File: config.mk
export PLATFORM = sky130hd
export DESIGN_NAME = inst_fetch
export DESIGN_NICKNAME = d
export VERILOG_FILES = /design/src/rtl/inst_fetch.sv
export SDC_FILE = /design/constraint.sdc
export NUM_CORES = 1
export LEC_CHECK = 0
export BUFFER_PORTS_ARGS = -buffer_cell sky130_fd_sc_hd__buf_2
export CAP_MARGIN = 25
export CORE_MARGIN = 1
export CORE_UTILIZATION = 45
export CTS_CLUSTER_DIAMETER = 150
export DETAILED_ROUTE_END_ITERATION = 10
export PLACE_DENSITY_LB_ADDON = 0.15
export SLEW_MARGIN = 0
export SYNTH_ARGS = -nofsm -noshare
export SYNTH_HDL_FRONTEND = slang
export SYNTH_SLANG_ARGS = --single-unit
File: constraint.sdc
create_clock -name CLK -period 6.41 [get_ports CLK]
set_clock_uncertainty 0.1 [all_clocks]
set_input_delay 0.3205 -clock CLK [delete_from_list [all_inputs] [get_ports CLK]]
set_output_delay 0.3205 -clock CLK [all_outputs]
set_load 0.05 [all_outputs]
File: src/rtl/inst_fetch.sv
// Instruction fetch: one outstanding imem read, a skid slot for stalls, JAL
// resolved locally, JALR parked in JWAIT until decode supplies the target.
module inst_fetch #(
  parameter logic [63:0] RESET_PC = 64'h0,
  parameter logic [31:0] NOP_INST = 32'h00000013
) (
  input  logic        CLK,
  input  logic        reset,
  input  logic        stall,
  input  logic        branch_taken,
  input  logic [63:0] branch_target,
  input  logic        jalr_valid,
  input  logic [63:0] jalr_target,
  output logic        imem_req,
  output logic [63:0] imem_addr,
  input  logic        imem_ack,
  input  logic [31:0] imem_rdata,
  output logic [31:0] inst,
  output logic [63:0] PC_o
);
  localparam logic [6:0] OP_JAL  = 7'b1101111;
  localparam logic [6:0] OP_JALR = 7'b1100111;

  typedef enum logic [1:0] {FETCH, WAIT, HOLD, JWAIT} state_t;

  state_t      r_state, w_state_nxt;
  logic [63:0] r_pc, w_pc_nxt;
  logic [63:0] r_addr, w_addr_nxt;
  logic [63:0] r_pc_o, w_pc_o_nxt;
  logic [31:0] r_inst, w_inst_nxt;
  logic [31:0] r_skid, w_skid_nxt;
  logic        r_req, w_req_nxt;
  logic        r_flush, w_flush_nxt;
  logic        w_dlv;
  logic [31:0] w_dlv_inst;
  logic [63:0] w_jal_imm;

  // HOLD replays the skid slot; otherwise delivery comes straight off the bus
  assign w_dlv_inst = (r_state == HOLD) ? r_skid : imem_rdata;
  assign w_jal_imm  = {{44{w_dlv_inst[31]}}, w_dlv_inst[19:12], w_dlv_inst[20],
                       w_dlv_inst[30:21], 1'b0};

  always_comb begin
    w_state_nxt = r_state;
    w_pc_nxt    = r_pc;
    w_addr_nxt  = r_addr;
    w_pc_o_nxt  = r_pc_o;
    w_inst_nxt  = r_inst;
    w_skid_nxt  = r_skid;
    w_req_nxt   = r_req;
    w_flush_nxt = r_flush;
    w_dlv       = 1'b0;
    if (!stall) w_inst_nxt = NOP_INST;

    case (r_state)
      FETCH: if (!stall && !r_flush) begin
        w_req_nxt   = 1'b1;
        w_addr_nxt  = r_pc;
        w_state_nxt = WAIT;
      end
      WAIT: if (imem_ack) begin
        w_req_nxt = 1'b0;
        if (stall) begin
          w_skid_nxt  = imem_rdata;
          w_state_nxt = HOLD;
        end else begin
          w_dlv = 1'b1;
        end
      end
      HOLD:  if (!stall) w_dlv = 1'b1;
      JWAIT: if (jalr_valid) begin
        w_pc_nxt    = jalr_target;
        w_state_nxt = FETCH;
      end
      default: w_state_nxt = FETCH;
    endcase

    if (w_dlv) begin
      w_inst_nxt  = w_dlv_inst;
      w_pc_o_nxt  = r_pc;
      w_state_nxt = FETCH;
      if (w_dlv_inst[6:0] == OP_JAL)       w_pc_nxt = r_pc + w_jal_imm;
      else if (w_dlv_inst[6:0] == OP_JALR) w_state_nxt = JWAIT;
      else                                 w_pc_nxt = r_pc + 64'd4;
    end

    // the response to a flushed request only retires it
    if (r_flush && imem_ack) begin
      w_flush_nxt = 1'b0;
      w_req_nxt   = 1'b0;
    end

    // an ack arriving with the redirect is dropped; otherwise keep waiting for it
    if (branch_taken) begin
      w_pc_nxt    = branch_target;
      w_inst_nxt  = NOP_INST;
      w_pc_o_nxt  = r_pc_o;
      w_state_nxt = FETCH;
      w_req_nxt   = r_req && !imem_ack;
      w_flush_nxt = r_req && !imem_ack;
    end
  end

  always_ff @(posedge CLK or negedge reset) begin
    if (!reset) begin
      r_state <= FETCH;
      r_pc    <= RESET_PC;
      r_addr  <= RESET_PC;
      r_pc_o  <= RESET_PC;
      r_inst  <= NOP_INST;
      r_skid  <= NOP_INST;
      r_req   <= 1'b0;
      r_flush <= 1'b0;
    end else begin
      r_state <= w_state_nxt;
      r_pc    <= w_pc_nxt;
      r_addr  <= w_addr_nxt;
      r_pc_o  <= w_pc_o_nxt;
      r_inst  <= w_inst_nxt;
      r_skid  <= w_skid_nxt;
      r_req   <= w_req_nxt;
      r_flush <= w_flush_nxt;
    end
  end

  assign imem_req  = r_req;
  assign imem_addr = r_addr;
  assign inst      = r_inst;
  assign PC_o      = r_pc_o;
endmodule

Yosys cells after proc, flatten, opt, wreduce, memory -nomap -nowiden
Index checks and enable logic that the tools add are counted.
Word-level totals
  bits in registers: 260
  bits of input ports: 166
  output and inout port bits: 161
  word-level logic and storage cells: 67
Operators by class
  reductions and logical operators: 15
  bitwise operators: 1
  mux-type cells: 29
  add/sub/neg operators: 2
  equality and inequality tests: 12
Operators by type and width (number)
  $mux W64: 6
  $mux W32: 4
  $add A64 B3 Y64 const B: 1
  $add A64 B64 Y64: 1
  $ne A4 B4 Y1 const B: 6
  $mux W2: 8
  $eq A7 B7 Y1 const B: 2
  $mux W1: 8
  $pmux W2 S3: 1
  $reduce_and A3 Y1: 2
  $reduce_and A5 Y1: 1
  $reduce_bool A5 Y1: 1
  $eq A2 B2 Y1 const B: 2
  $pmux W1 S2: 2
  $reduce_and A2 Y1: 2
  $reduce_bool A4 Y1: 1
  $logic_and A1 B1 Y1: 3
  $logic_not A1 Y1: 3
  $ne A3 B1 Y1 const B: 1
  $eq A2 B1 Y1 const B: 1
  $logic_not A2 Y1: 1
  $reduce_bool A2 Y1: 1
  $not A1 Y1: 1

Logic depth before layout (Yosys ltp)
Gate-level depths: netlist of run 1.
  depth after elaboration: 7
  mapped depth: 17
  mapped depth without buffers: 15

Worst setup path before layout of run 1
No wires, ideal clock.
  kind: register to register
  start point: register r_state[0]
  end point: register r_pc[61]
  path slack: 1.908 ns
  arrival: 4.267 ns
  setup time: 0.134 ns
  path buffers: 2
  stages on the path, launching flop included: 18
  required time: 6.176 ns
  clock period less this slack: 4.502 ns
  cell sequence: dfrtp_1 inv_1 ha_1 buf_2 mux2i_1 inv_1 ha_1 clkbuf_1 a21oi_1 o211ai_1 a2111oi_2 o32ai_1 a31o_2 a211oi_2 o21ai_2 a41oi_1 mux2i_1 o21ai_0
Between the ends
  longest elaborated chain between the ends: 7
  elaborated cells on any way between the ends: 13
  classes of those cells: 1 x add/sub; 5 x eq/ne; 7 x mux
Ends and longest elaborated chain
  from (decl): RTL line 26  | state_t r_state, w_state_nxt;
  from (signal assigned): RTL line 115  | r_state <= w_state_nxt;
  branches (longest 5 deep; another with $add A64 B64 Y64)
  $mux W64 *: RTL line 78  | if (w_dlv) begin
  $mux W64 *: RTL line 94  | if (branch_taken) begin
  named net w_pc_nxt[61]: RTL line 27  | logic [63:0] r_pc, w_pc_nxt;
  to (signal assigned): RTL line 116  | r_pc <= w_pc_nxt;
  to (decl): RTL line 27
Mark *: on every way through the listed nets, which the timed path passes.
A chain may end at the register's enable or synchronous reset.

Worst setup path after layout of run 1
  start point: register r_state[0]
  end point: register r_pc[57]
The elaborated chain is that of the path after synthesis.

==> impl_metrics.tcl, run 1 <==
set metrics [dict create \
    p_sw_w 0.00476 \
    postCtsHoldBufs 101 \
    worst_pin_slew_ps 1140 \
    finalCriticalPeriod_ps 5540 \
    yosys_warnings 0 \
    critPathSlowestCell "dlygate4sd3_1" \
    status "finished clean" \
    wl_mm 64.9 \
    setup_viol 0 \
    final_max_slew_viol_count 0 \
    reg2reg_slack_ps 870 \
    crit_path_cell_trace "inv_1, ha_2, mux2i_1, inv_1, buf_4, ha_1, a21oi_1, o211ai_1, a2111oi_2, o32ai_1, a31o_2, a211oi_2, o21ai_2, a221oi_2, xor2_1, o22ai_1, dlygate4sd3_1" \
    rsz0062_at_grt "false" \
    pre_cts_ws_ps 1210 \
    grt_max_degree 146 \
    seqPwrFrac_pct 28.3 \
    slowest_delay_ps 590 \
    p_int_w 0.00490 \
    track_usage_pct 32.9 \
    critPathKind "reg -> reg" \
    crit_top_cell "inv_1" \
    grt_pass1_wl_mm 99.3 \
    dieHeight_um 198 \
    grt_pass1_vias 17100 \
    fin_nets 2587 \
    final_hold_viol_count 0 \
    vdd_drop_max_mv 0.331 \
    cts_tree "done" \
    first_pass_iters 7 \
    final_antenna_net_count 0 \
    cts_resized 0 \
    clockPowerShare_pct 17.4 \
    cts-buffers-inserted 30 \
    cts_root_buf "clkbuf_16" \
    seq_area_frac_synth_pct 37.9 \
    slew_headroom_pct 23.9 \
    syn_nets 2227 \
    clkTransAtPathRegs_ps 70 \
    p_leak_nw 9.80 \
    cp-start-kind "register" \
    fin_tns_setup_ps 0 \
    drive_above_1_share_pct 24.1 \
    die_w_um 198 \
    critPathLaunch "r_state[0]$_DFFE_PN0P_" \
    endpoint "r_pc[57]$_DFF_PN0_" \
    maxCapViolations 0 \
    cts_buffer_depth 3 \
    gp_congestion 0.936 \
    r2r-start "r_state[0]$_DFFE_PN0P_" \
    setup_slack_ps 869 \
    clk_latency_ps 600 \
    io_pins 327 \
    num_rows 71 \
    drtIter0Drc 1423 \
    dieArea_mm2 0.0390 \
    postCtsSetupBuffers 0 \
    core_mm2 0.0377 \
    via_count 17300 \
    drc 0 \
    start_util_pct 45.7 \
    avgSynthCellArea_um2 8.67 \
    clock.fmax_mhz 180 \
    wl_per_cell_um 22.5 \
    syn-cell-area_mm2 0.0172 \
    port_buffers 326 \
    postSynthCellCount 1984 \
    fin_crit_sh_pct 86.4 \
    htreeDepth 1 \
    synth_edf_count 0 \
    synthFlopType "dfrtp_1" \
    synth_cell_type_count 83 \
    reg2reg_to "r_pc[57]$_DFF_PN0_" \
    required_ps 6770 \
    post_drt_via_cell_ratio 5.99 \
    yosys_register_bits 260 \
    cts.sinks 260 \
    async_reset_ff_share_pct 100 \
    p_sw_share_pct 49.2 \
    antenna_found_initial 3 \
    combinationalPowerShare_pct 54.3 \
    overflow 0 \
    critPathMaxFanout 20 \
    totalPowerFinal_w 0.00966 \
    cp_data_arrival_time_ps 5900 \
    area_growth_pct 23.6 \
    hold_path_class "in -> reg" \
    powerDensity_mw_per_mm2 454 \
    dp_hpwl_mm 45.9 \
    r2r_cells 17 \
    worstSetupEndpointType "register" \
]
[critical path, delay by kind of cell (launching register included)]
family	cells	cell delay, ps
AO/OA/AOI/OAI	9	2260
buffers and inverters	4	1420
adder cells (fa/ha/maj)	2	580
flip-flops	1	440
multiplexers	1	440
XOR/XNOR	1	160
[synthesized netlist by cell type (7+ instances only)]
master    number  area share (%)
nand2_1      384             8.4
dfrtp_1      254              37
a21oi_1      162             4.7
o21ai_0      121             3.5
mux2_2       116             7.6
nor2_1       111             2.4
clkbuf_1     102             2.2
ha_1          76             5.5
a21o_1        49             2.1
nand4_1       47             1.7
nand3_1       44             1.3
xnor2_1       43             2.2
mux2i_1       35             2.0
nor3_1        34            0.99
a31oi_1       33             1.2
xor2_1        31             1.6
inv_1         28            0.61
a22o_1        20             1.0
buf_2         16            0.47
o221ai_1      16            0.81
o22ai_1       15            0.55
or3_1         14            0.51
buf_1         12            0.26
a221oi_1      11            0.56
and3_1        11            0.40
o211ai_1      11            0.48
o21bai_1      11            0.48
a211oi_1      10            0.44
nor4_1        10            0.36
a222oi_1       9            0.52
a311oi_1       9            0.46
o31ai_1        9            0.39
nand2b_1       8            0.29
or2_2          7            0.25
[state kept, by name (all words and copies together), names as in the netlist]
name / flops
inst: 32
imem_addr: 64
r_flush: 1
imem_req: 1
PC_o: 64
r_pc: 64
r_skid: 32
r_state: 2
[cells in the final DEF (no fill, tap or decap), types with 16 or more instances in the layout]
master	Yosys	layout
nand2_1	384	383
buf_2	16	324
dfrtp_1	254	254
a21oi_1	162	162
o21ai_0	121	121
mux2_2	116	116
nor2_1	111	107
dlygate4sd3_1	0	101
ha_1	76	75
a21o_1	49	49
nand4_1	47	47
nand3_1	44	44
xnor2_1	43	43
mux2i_1	35	35
nor3_1	34	34
a31oi_1	33	33
buf_4	1	32
xor2_1	31	31
clkbuf_16	0	30
inv_1	28	28
a22o_1	20	20
o221ai_1	16	16
[metal layers]
| layer | track usage (%) | up-vias | wire length (µm) |
|---|---|---|---|
| li1 | - | 7960 | - |
| met1 | 44.8 | 8508 | 28500 |
| met2 | 53.5 | 679 | 30000 |
| met3 | 4.63 | 107 | 4510 |
| met4 | 11.4 | 0 | 1860 |
| met5 | 0 | - | 0 |
[worst min path at each step]
| stage | to | slack, ps | from | cells past startpoint |
|---|---|---|---|---|
| after detailed placement | inst[8]$_DFFE_PN0P_ | 340 | reset | 1 |
| after global placement | inst[8]$_DFFE_PN0P_ | 340 | reset | 1 |
| after CTS | r_pc[34]$_DFF_PN0_ | 0.6 | jalr_target[34] | 3 |
| after global routing | r_pc[34]$_DFF_PN0_ | 20 | jalr_target[34] | 3 |
| final | r_pc[34]$_DFF_PN0_ | 20 | jalr_target[34] | 3 |
| after floorplan | PC_o[0]$_DFFE_PN0P_ | -80 | reset | 0 |
[through the flow]
step	util [%]	cells	hold WS, ps	area [µm²]
global route	56.4	2879	22.3	21300
CTS	56.4	2875	0.609	21200
global placement	51.1	2720	338	19300
detailed placement	51.2	2721	340	19300
floorplan	-	1984	-75.1	17200
finish	56.5	2882	17.0	21300
[kinds of logic (layout without fill, tap and decap cells)]
logic type               count (synthesis)  in the layout  share of synthesized area [%]
AND/OR/NAND/NOR                        705            705                           18.4
AO/OA/AOI/OAI                          557            557                           21.1
flip-flops                             260            260                           37.9
buffers and inverters                  160            541                           3.64
multiplexers                           151            151                           9.63
adder cells (fa/ha/maj)                 77             77                           5.64
XOR/XNOR                                74             74                           3.77
other                                    0              6                              0
[final cells by class]
cell class              count  area (µm²)
clock inverters            14         140
clock buffers              39         825
well taps                 511         639
multi-input cells        1564       10100
inverters                  28         105
diodes                      6        15.0
flip-flops and latches    260        6510
repair buffers            460        2920
fillers                  3547       16400
[power by group through the flow]
stage	Combinational (W)	Sequential, W	Clock, W
final	0.00524	0.00273	0.00168
after global routing	0.00563	0.00280	0.00177
after CTS	0.00521	0.00272	0.00171
after detailed placement	0.00514	0.00274	0
after global placement	0.00512	0.00272	0
after floorplan	0.00252	0.00398	0
Power figures use the tool's default switching activity.
==> run 2, diff against run 1 <==
--- a/config.mk
+++ b/config.mk
@@ -7,6 +7,7 @@
 export LEC_CHECK = 0
 export BUFFER_PORTS_ARGS = -buffer_cell sky130_fd_sc_hd__buf_2
 export CAP_MARGIN = 25
+export CORE_ASPECT_RATIO = 1.25
 export CORE_MARGIN = 1
 export CORE_UTILIZATION = 45
 export CTS_CLUSTER_DIAMETER = 150
@@ -16,3 +17,4 @@
 export SYNTH_ARGS = -nofsm -noshare
 export SYNTH_HDL_FRONTEND = slang
 export SYNTH_SLANG_ARGS = --single-unit
+export TNS_END_PERCENT = 5
==> constraint.sdc (replaced) <==
create_clock -name CLK -period 5.74 [get_ports CLK]
set_clock_uncertainty 0.1 [all_clocks]
set_input_delay 0.287 -clock CLK [delete_from_list [all_inputs] [get_ports CLK]]
set_output_delay 0.287 -clock CLK [all_outputs]
set_load 0.05 [all_outputs]
==> impl_metrics.tcl, run 2 (synthesis results as in run 1) <==
set metrics [dict create \
    wl_per_cell_um 23.0 \
    worst_pin_slew_ps 977 \
    clockPowerShare_pct 17.1 \
    io_pins 327 \
    drc 0 \
    reg2reg_slack_ps 270 \
    dieArea_mm2 0.0390 \
    final_hold_viol_count 0 \
    cts_root_buf "clkbuf_16" \
    htreeDepth 1 \
    clock.fmax_mhz 183 \
    dp_hpwl_mm 46.6 \
    cp_data_arrival_time_ps 5840 \
    area_growth_pct 24.2 \
    first_pass_iters 8 \
    vdd_drop_max_mv 0.350 \
    grt_pass1_vias 17100 \
    fin_nets 2600 \
    final_antenna_net_count 0 \
    clk_latency_ps 590 \
    setup_viol 0 \
    maxCapViolations 0 \
    fin_tns_setup_ps 0 \
    core_mm2 0.0375 \
    cts.sinks 260 \
    slew_headroom_pct 34.7 \
    crit_path_cell_trace "inv_1, ha_2, buf_6, mux2_2, ha_1, fa_1, a21o_1, a221oi_2, o31a_1, o22ai_1, a31o_2, a211oi_2, o21ai_2, a221oi_2, xor2_1, o22ai_1, dlygate4sd3_1" \
    num_rows 79 \
    p_sw_share_pct 49.4 \
    status "finished clean" \
    final_max_slew_viol_count 0 \
    critPathSlowestCell "dlygate4sd3_1" \
    die_w_um 177 \
    port_buffers 326 \
    grt_pass1_wl_mm 100 \
    postCtsSetupBuffers 0 \
    cts_tree "done" \
    cp-start-kind "register" \
    mostFrequentLayoutCell "nand2_1" \
    powerDensity_mw_per_mm2 506 \
    overflow 0 \
    via_count 17300 \
    drtIter0Drc 1446 \
    antenna_found_initial 2 \
    critPathKind "reg -> reg" \
    required_ps 6110 \
    grt_max_degree 158 \
    drive_above_1_share_pct 24.1 \
    grt_util_met3_pct 5.29 \
    rsz0062_at_grt "false" \
    start_util_pct 45.9 \
    cts_buffer_depth 3 \
    combinationalPowerShare_pct 54.6 \
    critPathMaxFanout 30 \
    busiest_layer "met2" \
    slowest_delay_ps 570 \
    post_drt_via_cell_ratio 6.03 \
    cts-buffers-inserted 28 \
    wl_mm 65.9 \
    fin_crit_sh_pct 95.2 \
    finalCriticalPeriod_ps 5470 \
    track_usage_pct 33.4 \
    worstSetupEndpointType "register" \
    hold_path_class "in -> reg" \
    p_int_w 0.00548 \
    p_leak_nw 9.86 \
    grtUsageMet1_pct 40.8 \
    use_met2_pct 58.5 \
    utilization_pct 57.0 \
    dieHeight_um 221 \
    p_sw_w 0.00534 \
    gp_congestion 0.974 \
    seqPwrFrac_pct 28.3 \
    layout_common_cells "nand2_1 (383), buf_2 (324), dfrtp_1 (254)" \
    clkTransAtPathRegs_ps 60 \
]
-- run 2: cell count changes in the layout (fill, tap and decap cells not counted), sizes merged --
cell | previous run | this run
buf | 359 | 361
clkbuf | 39 | 38
clkinv | 10 | 11
clkinvlp | 2 | 1
diode | 6 | 3
dlygate4sd3 | 101 | 114
-- run 2: final timing paths --
path | endpoint | from | cells after the start
max in group asynchronous | PC_o[20]$_DFFE_PN0P_ | reset | 3
worst max-delay path | r_pc[57]$_DFF_PN0_ | r_state[0]$_DFFE_PN0P_ | 17
worst max register to register | r_pc[57]$_DFF_PN0_ | r_state[0]$_DFFE_PN0P_ | 17
worst min register to register | PC_o[59]$_DFFE_PN0P_ | PC_o[59]$_DFFE_PN0P_ | 2
worst min-delay path | r_pc[10]$_DFF_PN0_ | jalr_target[10] | 4
min in group asynchronous | PC_o[54]$_DFFE_PN0P_ | reset | 2
-- run 2: layout make-up --
cell class | count | area, µm²
sequential | 260 | 6510
inverter | 28 | 105
multi-input combinational | 1564 | 10100
fill | 3438 | 16100
clock inverter | 14 | 141
timing repair buffer | 475 | 3080
clock buffer | 38 | 808
tap | 486 | 608
antenna | 3 | 7.51
-- run 2: repair_timing --
item / 4_1_cts / 5_1_grt
hold endpoints to repair: 207 / 0
resized for setup: 0 / 1
setup endpoints to repair: 0 / 1
hold buffers: 114 / 0
-- run 2: through the flow --
stage	setup WS, ps	hold slack [ps]	instances	total power (W)	cell area, µm²
detailed placement	716	283	2697	0.00884	19300
global placement	803	285	2697	0.00878	19300
global route	56.3	20.4	2867	0.0114	21400
floorplan	1240	-109	1984	0.00725	17200
finish	273	30.9	2868	0.0108	21400
CTS	189	5.10	2863	0.0108	21300
-- run 2: per-layer routing --
layer  vias up  wire (µm)  part of all wire (%)
li1       7987          -                     -
met1      8427      26200                    40
met2       743      32600                    50
met3       145       4580                   6.9
met4         0       2470                   3.7
met5         -          0                     0
-- run 2: power by group through the flow --
stage / logic (W) / clock network, W / registers [W]
after global routing: 0.00633 / 0.00196 / 0.00314
after global placement: 0.00574 / 0 / 0.00305
final: 0.00591 / 0.00185 / 0.00306
after floorplan: 0.00281 / 0 / 0.00444
after CTS: 0.00587 / 0.00189 / 0.00305
after detailed placement: 0.00576 / 0 / 0.00308
-- run 2: critical path: cells and delay by family, from the launching register on --
| kind | cells | cell delay [ps] |
|---|---|---|
| compound gates | 9 | 2250 |
| buf+inv | 3 | 1020 |
| fa+ha+maj | 3 | 950 |
| flops | 1 | 450 |
| mux | 1 | 410 |
| xor+xnor | 1 | 170 |
==> run 3, diff against run 2 <==
--- a/config.mk
+++ b/config.mk
@@ -13,6 +13,7 @@
 export CTS_CLUSTER_DIAMETER = 150
 export DETAILED_ROUTE_END_ITERATION = 10
 export PLACE_DENSITY_LB_ADDON = 0.15
+export REMOVE_ABC_BUFFERS = 1
 export SLEW_MARGIN = 0
 export SYNTH_ARGS = -nofsm -noshare
 export SYNTH_HDL_FRONTEND = slang
==> impl_metrics.tcl, run 3 (synthesis results as in run 1) <==
set metrics [dict create \
    drc 0 \
    dpl_cell_area_mm2 0.0192 \
    wl_per_cell_um 22.1 \
    track_usage_pct 32.1 \
    critPathKind "reg -> reg" \
    clkTransAtPathRegs_ps 70 \
    area_growth_pct 25.0 \
    final_antenna_net_count 0 \
    gp_congestion 0.995 \
    seqPwrFrac_pct 27.8 \
    dp_hpwl_mm 44.6 \
    p_int_w 0.00557 \
    port_buffers 326 \
    clock.fmax_mhz 185 \
    fin_nets 2609 \
    slew_headroom_pct 24.7 \
    critPathMaxFanout 36 \
    start_util_pct 45.9 \
    cts_buffer_depth 3 \
    layout_common_cells "nand2_1 (383), buf_2 (324), dfrtp_1 (254)" \
    dieHeight_um 221 \
    drtIter0Drc 1296 \
    vdd_drop_max_mv 0.302 \
    dieArea_mm2 0.0390 \
    final_area_mm2 0.0215 \
    cp-start-kind "register" \
    utilization_pct 57.4 \
    clk_latency_ps 590 \
    wl_mm 63.6 \
    htreeDepth 1 \
    maxCapViolations 0 \
    mostFrequentLayoutCell "nand2_1" \
    grt_max_degree 139 \
    cts-buffers-inserted 29 \
    post_drt_via_cell_ratio 6.00 \
    p_sw_w 0.00533 \
    final_hold_viol_count 0 \
    cp_data_arrival_time_ps 5780 \
    p_leak_nw 9.92 \
    via_count 17300 \
    final_max_slew_viol_count 0 \
    setup_viol 0 \
    powerDensity_mw_per_mm2 507 \
    finalCriticalPeriod_ps 5410 \
    rsz0062_at_grt "false" \
    hold_path_class "in -> reg" \
    reg2reg_slack_ps 330 \
    totalPowerFinal_w 0.0109 \
    cts_tree "done" \
    r2r-start "r_state[0]$_DFFE_PN0P_" \
    combinationalPowerShare_pct 54.5 \
    p_sw_share_pct 48.9 \
    fin_crit_sh_pct 94.2 \
    worstSetupEndpointType "register" \
    clockPowerShare_pct 17.7 \
    overflow 0 \
    critPathLaunch "r_state[0]$_DFFE_PN0P_" \
    required_ps 6110 \
    num_rows 79 \
    first_pass_iters 5 \
    grt_pass1_vias 17100 \
    reg2reg_to "r_pc[57]$_DFF_PN0_" \
    endpoint "r_pc[57]$_DFF_PN0_" \
    cts.sinks 260 \
    antenna_found_initial 5 \
    status "finished clean" \
    grt_pass1_wl_mm 96.9 \
    io_pins 327 \
    core_mm2 0.0375 \
    die_w_um 177 \
    cts_root_buf "clkbuf_16" \
    drive_above_1_share_pct 24.3 \
    r2r_cells 17 \
    worst_pin_slew_ps 1130 \
]
==> run 3: cell types whose count changed in the layout (fill, tap and decap cells not counted), sizes merged <==
cell | before | now
buf | 361 | 363
bufinv | 1 | 2
clkbuf | 38 | 39
clkinv | 11 | 8
clkinvlp | 1 | 4
diode | 3 | 4
dlygate4sd3 | 114 | 119
inv | 29 | 30
==> run 3: worst min path at each step <==
stage	startpoint	end	slack, ps	cells past startpoint
finish	jalr_target[22]	r_pc[22]$_DFF_PN0_	30	4
global route	jalr_target[22]	r_pc[22]$_DFF_PN0_	50	4
CTS	jalr_target[34]	r_pc[34]$_DFF_PN0_	2	3
detailed placement	reset	imem_addr[16]$_DFFE_PN0P_	330	1
global placement	reset	PC_o[16]$_DFFE_PN0P_	330	1
floorplan	reset	PC_o[0]$_DFFE_PN0P_	-110	0
==> run 3: power groups by stage <==
| stage | combinational (W) | sequential, W | clock [W] |
|---|---|---|---|
| 6_report | 0.00594 | 0.00303 | 0.00193 |
| 5_1_grt | 0.00636 | 0.00312 | 0.00204 |
| 4_1_cts | 0.00586 | 0.00301 | 0.00198 |
| 3_5_place_dp | 0.00574 | 0.00304 | 0 |
| 3_3_place_gp | 0.00572 | 0.00301 | 0 |
| 2_1_floorplan | 0.00274 | 0.00448 | 0 |
==> run 3: timing repair <==
item	CTS	global route
gates resized for setup	0	5
buffers inserted	0	5
setup endpoints to repair	0	2
hold buffers	119	0
endpoints found under the hold margin	234	0
==> run 3: final cells by class <==
cell class              count  area (µm²)
clock buffers              39         823
clock inverters            15         160
diodes                      4        10.0
flip-flops and latches    260        6510
multi-input cells        1564       10100
well taps                 486         608
inverters                  28         109
repair buffers            482        3150
repair inverters            1        7.51
fillers                  3438       16000
==> run 3: critical path: stages (launching register included) <==
cell	delay [ps]
dfrtp_1	440
inv_1	120
ha_2	240
buf_6	370
mux2_2	400
ha_1	220
fa_1	400
a21o_1	230
a221oi_2	400
o31a_1	240
o22ai_1	150
a31o_2	260
a211oi_2	400
o21ai_2	210
a221oi_2	270
xor2_1	170
o22ai_1	90
dlygate4sd3_1	560
==> run 3: per-layer routing <==
| layer | vias up | global-route usage, % | part of all wire [%] |
|---|---|---|---|
| li1 | 8000 | - | - |
| met1 | 8443 | 40.6 | 42 |
| met3 | 160 | 4.59 | 6.3 |
| met2 | 662 | 54.5 | 48 |
| met4 | 2 | 13.8 | 4.3 |
| met5 | - | 0 | 0.017 |
==> run 3: stage by stage <==
stage / worst slack, ps / setup TNS (ps) / hold WS (ps) / std cells
CTS: 262 / 0 / 1.73 / 2868
global placement: 812 / 0 / 334 / 2695
finish: 330 / 0 / 26.2 / 2879
floorplan: -1390 / -35370 / -109 / 1852
global route: 35.4 / 0 / 47.7 / 2878
detailed placement: 758 / 0 / 328 / 2695
